<file path="src/rtl/rhd_pkg.sv">
// Shared types, CRC constants and the bit-serial CRC-16/CCITT word update
// for the RHD frame packer.
package rhd_pkg;

  typedef enum logic [0:0] {
    WAIT_SOF = 1'b0,
    FILL     = 1'b1
  } state_e;

  localparam logic [15:0] CRC16_POLY = 16'h1021;
  localparam logic [15:0] CRC16_INIT = 16'hFFFF;
  localparam int unsigned CRC_DW_MAX = 64;

  // Folds the low dw bits of data into crc, most significant bit first.
  function automatic logic [15:0] crc16_word(input logic [15:0] crc,
                                             input logic [CRC_DW_MAX-1:0] data,
                                             input int unsigned dw);
    logic [15:0] c;
    logic        fb;
    logic [5:0]  bi;
    c  = crc;
    fb = 1'b0;
    bi = '0;
    for (int unsigned i = 0; i < CRC_DW_MAX; i++) begin
      if (i < dw) begin
        bi = 6'(dw - 1 - i);
        fb = c[15] ^ data[bi];
        c  = {c[14:0], 1'b0} ^ (fb ? CRC16_POLY : 16'h0000);
      end
    end
    return c;
  endfunction

endpackage

</file>
<file path="src/rtl/rhd_crc16_acc.sv">
// Per-word CRC-16/CCITT accumulator; clr restarts from the init value on the
// same word it is asserted with, crc_next_c includes the current word.
module rhd_crc16_acc
  import rhd_pkg::*;
#(
  parameter int unsigned DW = 16
) (
  input  logic          clk,
  input  logic          rst,
  input  logic          clr,
  input  logic          en,
  input  logic [DW-1:0] data,
  output logic [15:0]   crc_next_c
);

  logic [15:0] crc_q;
  logic [15:0] base_c;

  always_comb begin
    base_c     = clr ? CRC16_INIT : crc_q;
    crc_next_c = crc16_word(base_c, CRC_DW_MAX'(data), DW);
  end

  always_ff @(posedge clk) begin
    if (rst) begin
      crc_q <= CRC16_INIT;
    end else if (en) begin
      crc_q <= crc_next_c;
    end
  end

endmodule

</file>
<file path="src/rtl/rhd_frame_packer.sv">
// Assembles SOF-aligned RHD words into N_CH*N_SAMP-word frames and hands them
// to the transmitter over valid/ready. FRAME_CRC_EN adds a per-frame m_crc.
module rhd_frame_packer
  import rhd_pkg::*;
#(
  parameter int unsigned N_CH   = 32,
  parameter int unsigned N_SAMP = 2,
  parameter int unsigned DW     = 16,
  parameter int unsigned ID_W   = 8,
  parameter int unsigned CNT_W  = 16
) (
  input  logic                     clk,
  input  logic                     rst,
  input  logic [DW-1:0]            s_data,
  input  logic                     s_valid,
  input  logic                     s_sof,
  output logic [N_CH*N_SAMP*DW-1:0] m_frame,
  output logic [ID_W-1:0]          m_frame_id,
  output logic                     m_valid,
  input  logic                     m_ready,
  output logic [31:0]              frame_cnt,
  output logic [CNT_W-1:0]         drop_cnt,
  output logic [CNT_W-1:0]         resync_cnt
`ifdef FRAME_CRC_EN
  ,
  output logic [15:0]              m_crc
`endif
);

  localparam int unsigned W  = N_CH * N_SAMP;
  localparam int unsigned IW = (W > 1) ? $clog2(W) : 1;

  state_e          state_q, state_next;
  logic [IW-1:0]   idx_q, idx_next;
  logic [IW-1:0]   wr_idx;
  logic            wr_en;
  logic            start;
  logic            resync;
  logic            complete;
  logic            slot_free;
  logic [ID_W-1:0] next_id;
  logic [DW-1:0]   fill_q [W];
  logic [W*DW-1:0] frame_c;

  // State and word index register
  always_ff @(posedge clk) begin
    if (rst) begin
      state_q <= WAIT_SOF;
      idx_q   <= '0;
    end else begin
      state_q <= state_next;
      idx_q   <= idx_next;
    end
  end

  // Next-state, write steering and frame-event decode
  always_comb begin
    state_next = state_q;
    idx_next   = idx_q;
    wr_en      = 1'b0;
    wr_idx     = idx_q;
    start      = 1'b0;
    resync     = 1'b0;
    complete   = 1'b0;
    if (s_valid) begin
      unique case (state_q)
        WAIT_SOF: begin
          if (s_sof) begin
            wr_en      = 1'b1;
            wr_idx     = '0;
            start      = 1'b1;
            idx_next   = IW'(1);
            state_next = FILL;
          end
        end
        FILL: begin
          wr_en = 1'b1;
          if (s_sof) begin
            resync   = (idx_q != '0);
            wr_idx   = '0;
            start    = 1'b1;
            idx_next = IW'(1);
          end else begin
            wr_idx   = idx_q;
            idx_next = idx_q + IW'(1);
          end
        end
        default: state_next = WAIT_SOF;
      endcase
    end
    if (wr_en && (wr_idx == IW'(W - 1))) begin
      complete = 1'b1;
      idx_next = '0;
    end
  end

  assign slot_free = !m_valid || m_ready;

  // Completed frame: the buffered words plus the last word arriving this cycle
  always_comb begin
    frame_c = '0;
    for (int unsigned k = 0; k < W; k++) begin
      frame_c[k*DW +: DW] = (k == W - 1) ? s_data : fill_q[k];
    end
  end

  always_ff @(posedge clk) begin
    if (rst) begin
      for (int unsigned k = 0; k < W; k++) begin
        fill_q[k] <= '0;
      end
    end else if (wr_en) begin
      fill_q[wr_idx] <= s_data;
    end
  end

  // Output slot, frame id and statistics
  always_ff @(posedge clk) begin
    if (rst) begin
      m_frame    <= '0;
      m_frame_id <= '0;
      m_valid    <= 1'b0;
      frame_cnt  <= '0;
      drop_cnt   <= '0;
      resync_cnt <= '0;
      next_id    <= '0;
    end else begin
      if (complete && slot_free) begin
        m_frame    <= frame_c;
        m_frame_id <= next_id;
        m_valid    <= 1'b1;
        frame_cnt  <= frame_cnt + 32'd1;
      end else if (m_valid && m_ready) begin
        m_valid <= 1'b0;
      end
      if (complete && !slot_free && (drop_cnt != '1)) begin
        drop_cnt <= drop_cnt + CNT_W'(1);
      end
      if (complete) begin
        next_id <= next_id + ID_W'(1);
      end
      if (resync && (resync_cnt != '1)) begin
        resync_cnt <= resync_cnt + CNT_W'(1);
      end
    end
  end

`ifdef FRAME_CRC_EN
  logic [15:0] crc_next;

  rhd_crc16_acc #(
    .DW (DW)
  ) u_crc (
    .clk        (clk),
    .rst        (rst),
    .clr        (start),
    .en         (wr_en),
    .data       (s_data),
    .crc_next_c (crc_next)
  );

  // CRC travels with the frame it covers
  always_ff @(posedge clk) begin
    if (rst) begin
      m_crc <= '0;
    end else if (complete && slot_free) begin
      m_crc <= crc_next;
    end
  end
`else
  logic unused_start;
  assign unused_start = start;
`endif

endmodule

</file>
<file path="config.mk">
export PLATFORM = sky130hd
export DESIGN_NAME = rhd_frame_packer
export DESIGN_NICKNAME = d
export VERILOG_FILES = /design/src/rtl/rhd_pkg.sv /design/src/rtl/rhd_crc16_acc.sv /design/src/rtl/rhd_frame_packer.sv
export SDC_FILE = /design/constraint.sdc
export NUM_CORES = 2
export LEC_CHECK = 0
export ABC_AREA = 1
export CORE_ASPECT_RATIO = 0.8
export CORE_UTILIZATION = 40
export DETAILED_ROUTE_END_ITERATION = 8
export GPL_TIMING_DRIVEN = 0
export PLACE_DENSITY = 0.68
export SYNTH_ARGS = -nofsm -noshare
export SYNTH_HDL_FRONTEND = slang
export SYNTH_HIERARCHICAL = 1
export SYNTH_SLANG_ARGS = --single-unit
</file>
<file path="constraint.sdc">
create_clock -name clk -period 4.4 [get_ports clk]
set_input_delay 0.88 -clock clk [delete_from_list [all_inputs] [get_ports clk]]
set_output_delay 0.88 -clock clk [all_outputs]
set_load 0.05 [all_outputs]
</file>
Yosys cells after proc, flatten, opt, wreduce, memory -nomap -nowiden
Memories as Yosys holds them, arrays and structs flattened. A register that Yosys moved wholly into a read port is not among the register bits.
Cells that the tools add are included.
W data, S select, Z words.
{"block": "word_totals", "mem_bits_rw": 1024, "input_bits": 21, "reg_bits": 1112, "mem_count": 1, "elab_cells": 57, "output_inout_bits": 1097}
{"memory": "fill_q", "depth": 64, "word_bits": 16, "rd": 63, "rd_ports_with_merged_regs": 63, "write_ports": 64, "line_no": "rhd_frame_packer.sv:42", "source": "logic [DW-1:0] fill_q [W];"}
{"block": "op_classes", "n_mux": 23, "n_eq_ne": 4, "addsub": 5, "n_bitwise": 1, "n_reduce_logical": 14}
{"operator": "$add A16 B1 Y16 const B", "count": 2}
{"operator": "$add A32 B1 Y32 const B", "count": 1}
{"operator": "$ne A16 B16 Y1 const B", "count": 2}
{"operator": "$mux W6", "count": 5}
{"operator": "$mux W16", "count": 1}
{"operator": "$reduce_or A16 Y1", "count": 1}
{"operator": "$mux W1", "count": 15}
{"operator": "$pmux W6 S2", "count": 1}
{"operator": "$add A8 B1 Y8 const B", "count": 1}
{"operator": "$add A6 B1 Y6 const B", "count": 1}
{"operator": "$eq A6 B6 Y1 const B", "count": 1}
{"operator": "$logic_and A1 B1 Y1", "count": 6}
{"operator": "$reduce_bool A6 Y1", "count": 1}
{"operator": "$logic_not A1 Y1", "count": 2}
{"operator": "$ne A2 B2 Y1 const B", "count": 1}
{"operator": "$pmux W1 S2", "count": 1}
{"operator": "$reduce_and A2 Y1", "count": 1}
{"operator": "$reduce_bool A2 Y1", "count": 1}
{"operator": "$reduce_or A2 Y1", "count": 1}
{"operator": "$logic_or A1 B1 Y1", "count": 1}
{"operator": "$not A1 Y1", "count": 1}

Longest topological paths before layout
{"block": "depth", "depth_word": 8, "ltp_mapped": 12, "ltp_nobuf": 11}

Least setup slack after synthesis
Ideal clock, no wire load.
{"block": "synth_path", "kind": "input to register", "startpoint": "input s_sof", "endpoint": "memory fill_q[10][0], enable pin", "setup_slack_ps": 1443, "path_buffers": 2, "stages": 7, "required_time_ps": 4028, "setup_time_ps": 372, "arrival_time_ps": 2585, "cell_sequence": "nand2_1 -> buf_4 -> nand2_2 -> nor4_4 -> nand2_2 -> buf_2 -> nand2_1"}
{"element": "from (decl)", "line_no": "rhd_frame_packer.sv:16", "source": "input logic s_sof,"}
{"element": "to (decl)", "line_no": "rhd_frame_packer.sv:42"}

==> impl_metrics.py <==
metrics = {
    "clock_tree": {
        "cts_made_buffers": 202,
        "clk_pin_slew_ns": 0.06,
        "clock_latency_ns": 0.85,
        "cts.sinks": 2120,
        "htree_levels": 4,
        "clock_tree.root_cell": "clkbuf_16",
        "cts_tree": "yes",
        "clock_path_buffers": 3,
    },
    "floorplan": {
        "start_util_pct": 40.5,
        "die_area_mm2": 0.189,
        "die_h_um": 389,
        "rows": 141,
        "chipWidth_um": 486,
        "core_area_mm2": 0.185,
        "io_pins": 1118,
    },
    "critical_path": {
        "end_kind": "flip-flop",
        "slowest_delay_ns": 0.79,
        "worst_path_dominant_cell_family": "simple AND/OR/NAND/NOR gates",
        "worst-path-buf-inv": 4,
        "worstPathArrival_ns": 4.84,
        "crit_path_start_kind": "input pin",
        "crit_type": "input pin to flip-flop",
        "crit_slowest_cell": "nor2_2",
        "crit_chain": "clkdlybuf4s50_1, inv_2, nand2_2, buf_2, nor2_2, nand2_1, clkbuf_1, nand2_1",
        "crit_top_cell": "nand2_1",
        "worstPathMaxFanout": 16,
        "crit_required_ns": 4.86,
    },
    "timing": {
        "skew_ns": 0.0502,
        "worstMarginPinSlew_ns": 1.59,
        "fin_ws_ns": 0.0217,
        "period_minus_slack_ns": 4.38,
        "layout_worst_path_cycle_share_pct": 99.5,
        "final-max-slew-violation-count": 11,
        "setup_viol": 0,
        "max_clock_freq_ghz": 0.228,
        "max_slew_margin_pct": -5.83,
        "hold_viol": 0,
        "rsz0062_at_grt": "false",
    },
    "placement": {
        "routabilityCongestion": 0.925,
        "pre_cts_slack_ns": -1.60,
        "io_buffers": 1117,
        "dp_hpwl_um": 216000,
        "dpl_cell_area_mm2": 0.0896,
    },
    "power_and_ir_drop": {
        "ir_drop_mv": 0.329,
        "power_uw": 40000,
        "power.density_mw_per_mm2": 415,
        "p_leak_uw": 0.0390,
    },
    "finish": {
        "register_area_mm2": 0.0525,
        "area_growth_pct": 28.5,
        "final_cell_mix": "3181 x nor2_1, 1117 x clkdlybuf4s50_1, 1112 x dfxtp_1",
        "layout-drive-gt1-share_pct": 5.55,
        "layout_commonest_cell": "nor2_1",
        "fill_cells": 16456,
        "multi_input_area_mm2": 0.0200,
        "fin_nets": 8926,
        "final_area_mm2": 0.0964,
    },
    "grt": {
        "grt_pass1_vias": 57150,
        "gr-usage-all-layers_pct": 30.5,
        "antenna_found_initial": 24,
        "grt_pass1_wl_um": 411000,
        "grt_max_degree": 17,
        "grt-ovfl-total": 0,
    },
    "drt": {
        "post-route-drc-count": 0,
        "drtIter0Drc": 6671,
        "vias": 60823,
        "vias_per_cell": 5.25,
        "drtPass1Iterations": 8,
        "wl_per_cell_um": 25.7,
        "ant_nets": 0,
        "drt_wl_total_um": 298000,
    },
    "yosys": {
        "yosysWarnings": 1014,
        "syn_inst": 7566,
        "syn_nets": 7593,
        "avgSynthCellArea_um2": 9.91,
        "netlist_area_mm2": 0.0750,
        "yosys.area.top_type": "edfxtp_1",
        "synth_area_leaders": "edfxtp_1 40%, dfxtp_1 30%, nor2_1 16%",
        "synth-seq-cells": 2120,
        "synth_top_area_share_pct": 40.4,
        "synth_cell_types": 31,
        "ys_seq_area_share_pct": 70.0,
    },
    "job": {
        "maxCapViolations": 1,
    },
    "status": {
        "status": "complete, but fails checks",
        "violations": "max-capacitance violations, max-slew violations",
    },
    "hold_path": {
        "hp-class": "flip-flop to flip-flop",
    },
}
cell families (layout without fill, tap and decap cells):
family	count (synthesis)	count (layout)	share of synthesized area (%)
xor gates and xnor gates	24	24	0.280
other	0	7	0
adders and majority gates	6	6	0.100
DFF	2120	2120	70.0
and+or+nand+nor	3660	3660	18.7
AOI/OAI and AO/OA	1137	1137	7.61
buffers and inverters	619	2126	3.31
synthesized netlist by cell type:
master / number
nor2_1: 3184
dfxtp_1: 1112
o21ai_0: 1050
edfxtp_1: 1008
clkbuf_1: 390
nand2_1: 366
buf_2: 127
a21oi_1: 79
inv_1: 69
nand3_1: 41
nand2_2: 22
inv_2: 19
xor2_1: 17
nand4_1: 16
nor3_1: 13
buf_1: 12
nand3b_1: 10
xnor2_1: 7
ha_1: 6
nor3_2: 4
a31oi_1: 3
nor4_4: 2
a21boi_0: 1
a21o_1: 1
a221oi_1: 1
a41oi_1: 1
and2_1: 1
buf_4: 1
clkinv_1: 1
nor2_2: 1
o21bai_1: 1
routing by layer:
metal / global-route usage, % / wire, um
met1: 37.5 / 114000
met2: 48.1 / 135000
met5: 0 / 24
met4: 17.0 / 18800
met3: 8.87 / 30400
worst min-delay path: cells and delay by family, from the launching register on:
family / cells / cell delay, ns
and+or+nand+nor: 2 / 0.12
DFF: 1 / 0.32
layout make-up:
cell class	count	area share (%)
flip-flops and latches	2120	54.5
multi-input cells	4827	20.8
repair buffers	1129	11.9
clock buffers	275	5.80
well taps	2502	3.25
plain buffers	530	2.24
clock inverters	103	1.19
inverters	89	0.347
diodes	7	0.0182
path summary, 6_finish.rpt:
| kind | to | slack [ns] | from | cells past startpoint |
|---|---|---|---|---|
| setup reg to reg | fill_q[47][5] | 0.48 | state_q | 8 |
| hold reg to reg | m_frame[537] | 0.45 | fill_q[33][9] | 2 |
| hold / removal | m_frame[537] | 0.45 | fill_q[33][9] | 2 |
| setup / recovery | fill_q[47][5] | 0.02 | rst | 8 |
power by group:
| group | total (uW) | switching [uW] | leakage, uW | internal (uW) |
|---|---|---|---|---|
| sequential | 21000 | 117 | 0.0194 | 20900 |
| combinational | 1020 | 905 | 0.0164 | 111 |
| clock | 17900 | 7850 | 0.00328 | 10100 |
what timing repair did:
action                                  CTS  global route
resized for setup                         5             1
pin swaps                                 1             1
setup buffers                             3             0
hold buffers                              0             0
endpoints found under the setup margin  272            32
sequential cells by signal (all words and copies together) (netlist names):
| signal | cells |
|---|---|
| drop_cnt | 16 |
| fill_q | 1008 |
| frame_cnt | 32 |
| idx_q | 6 |
| m_frame | 1024 |
| m_frame_id | 8 |
| m_valid | 1 |
| next_id | 8 |
| resync_cnt | 16 |
| state_q | 1 |
through the flow:
step	hold WS (ns)	cells	utilization (%)	setup TNS, ns
3_3_place_gp	0.451	11185	48.2	-2239.12
2_1_floorplan	0.447	7566	-	0
3_5_place_dp	0.457	11194	48.3	-815.90
6_report	0.455	11582	52.0	0
4_1_cts	0.463	11575	52.0	0
5_1_grt	0.472	11577	52.0	0
No activity file was read; power rests on OpenSTA's default activity.
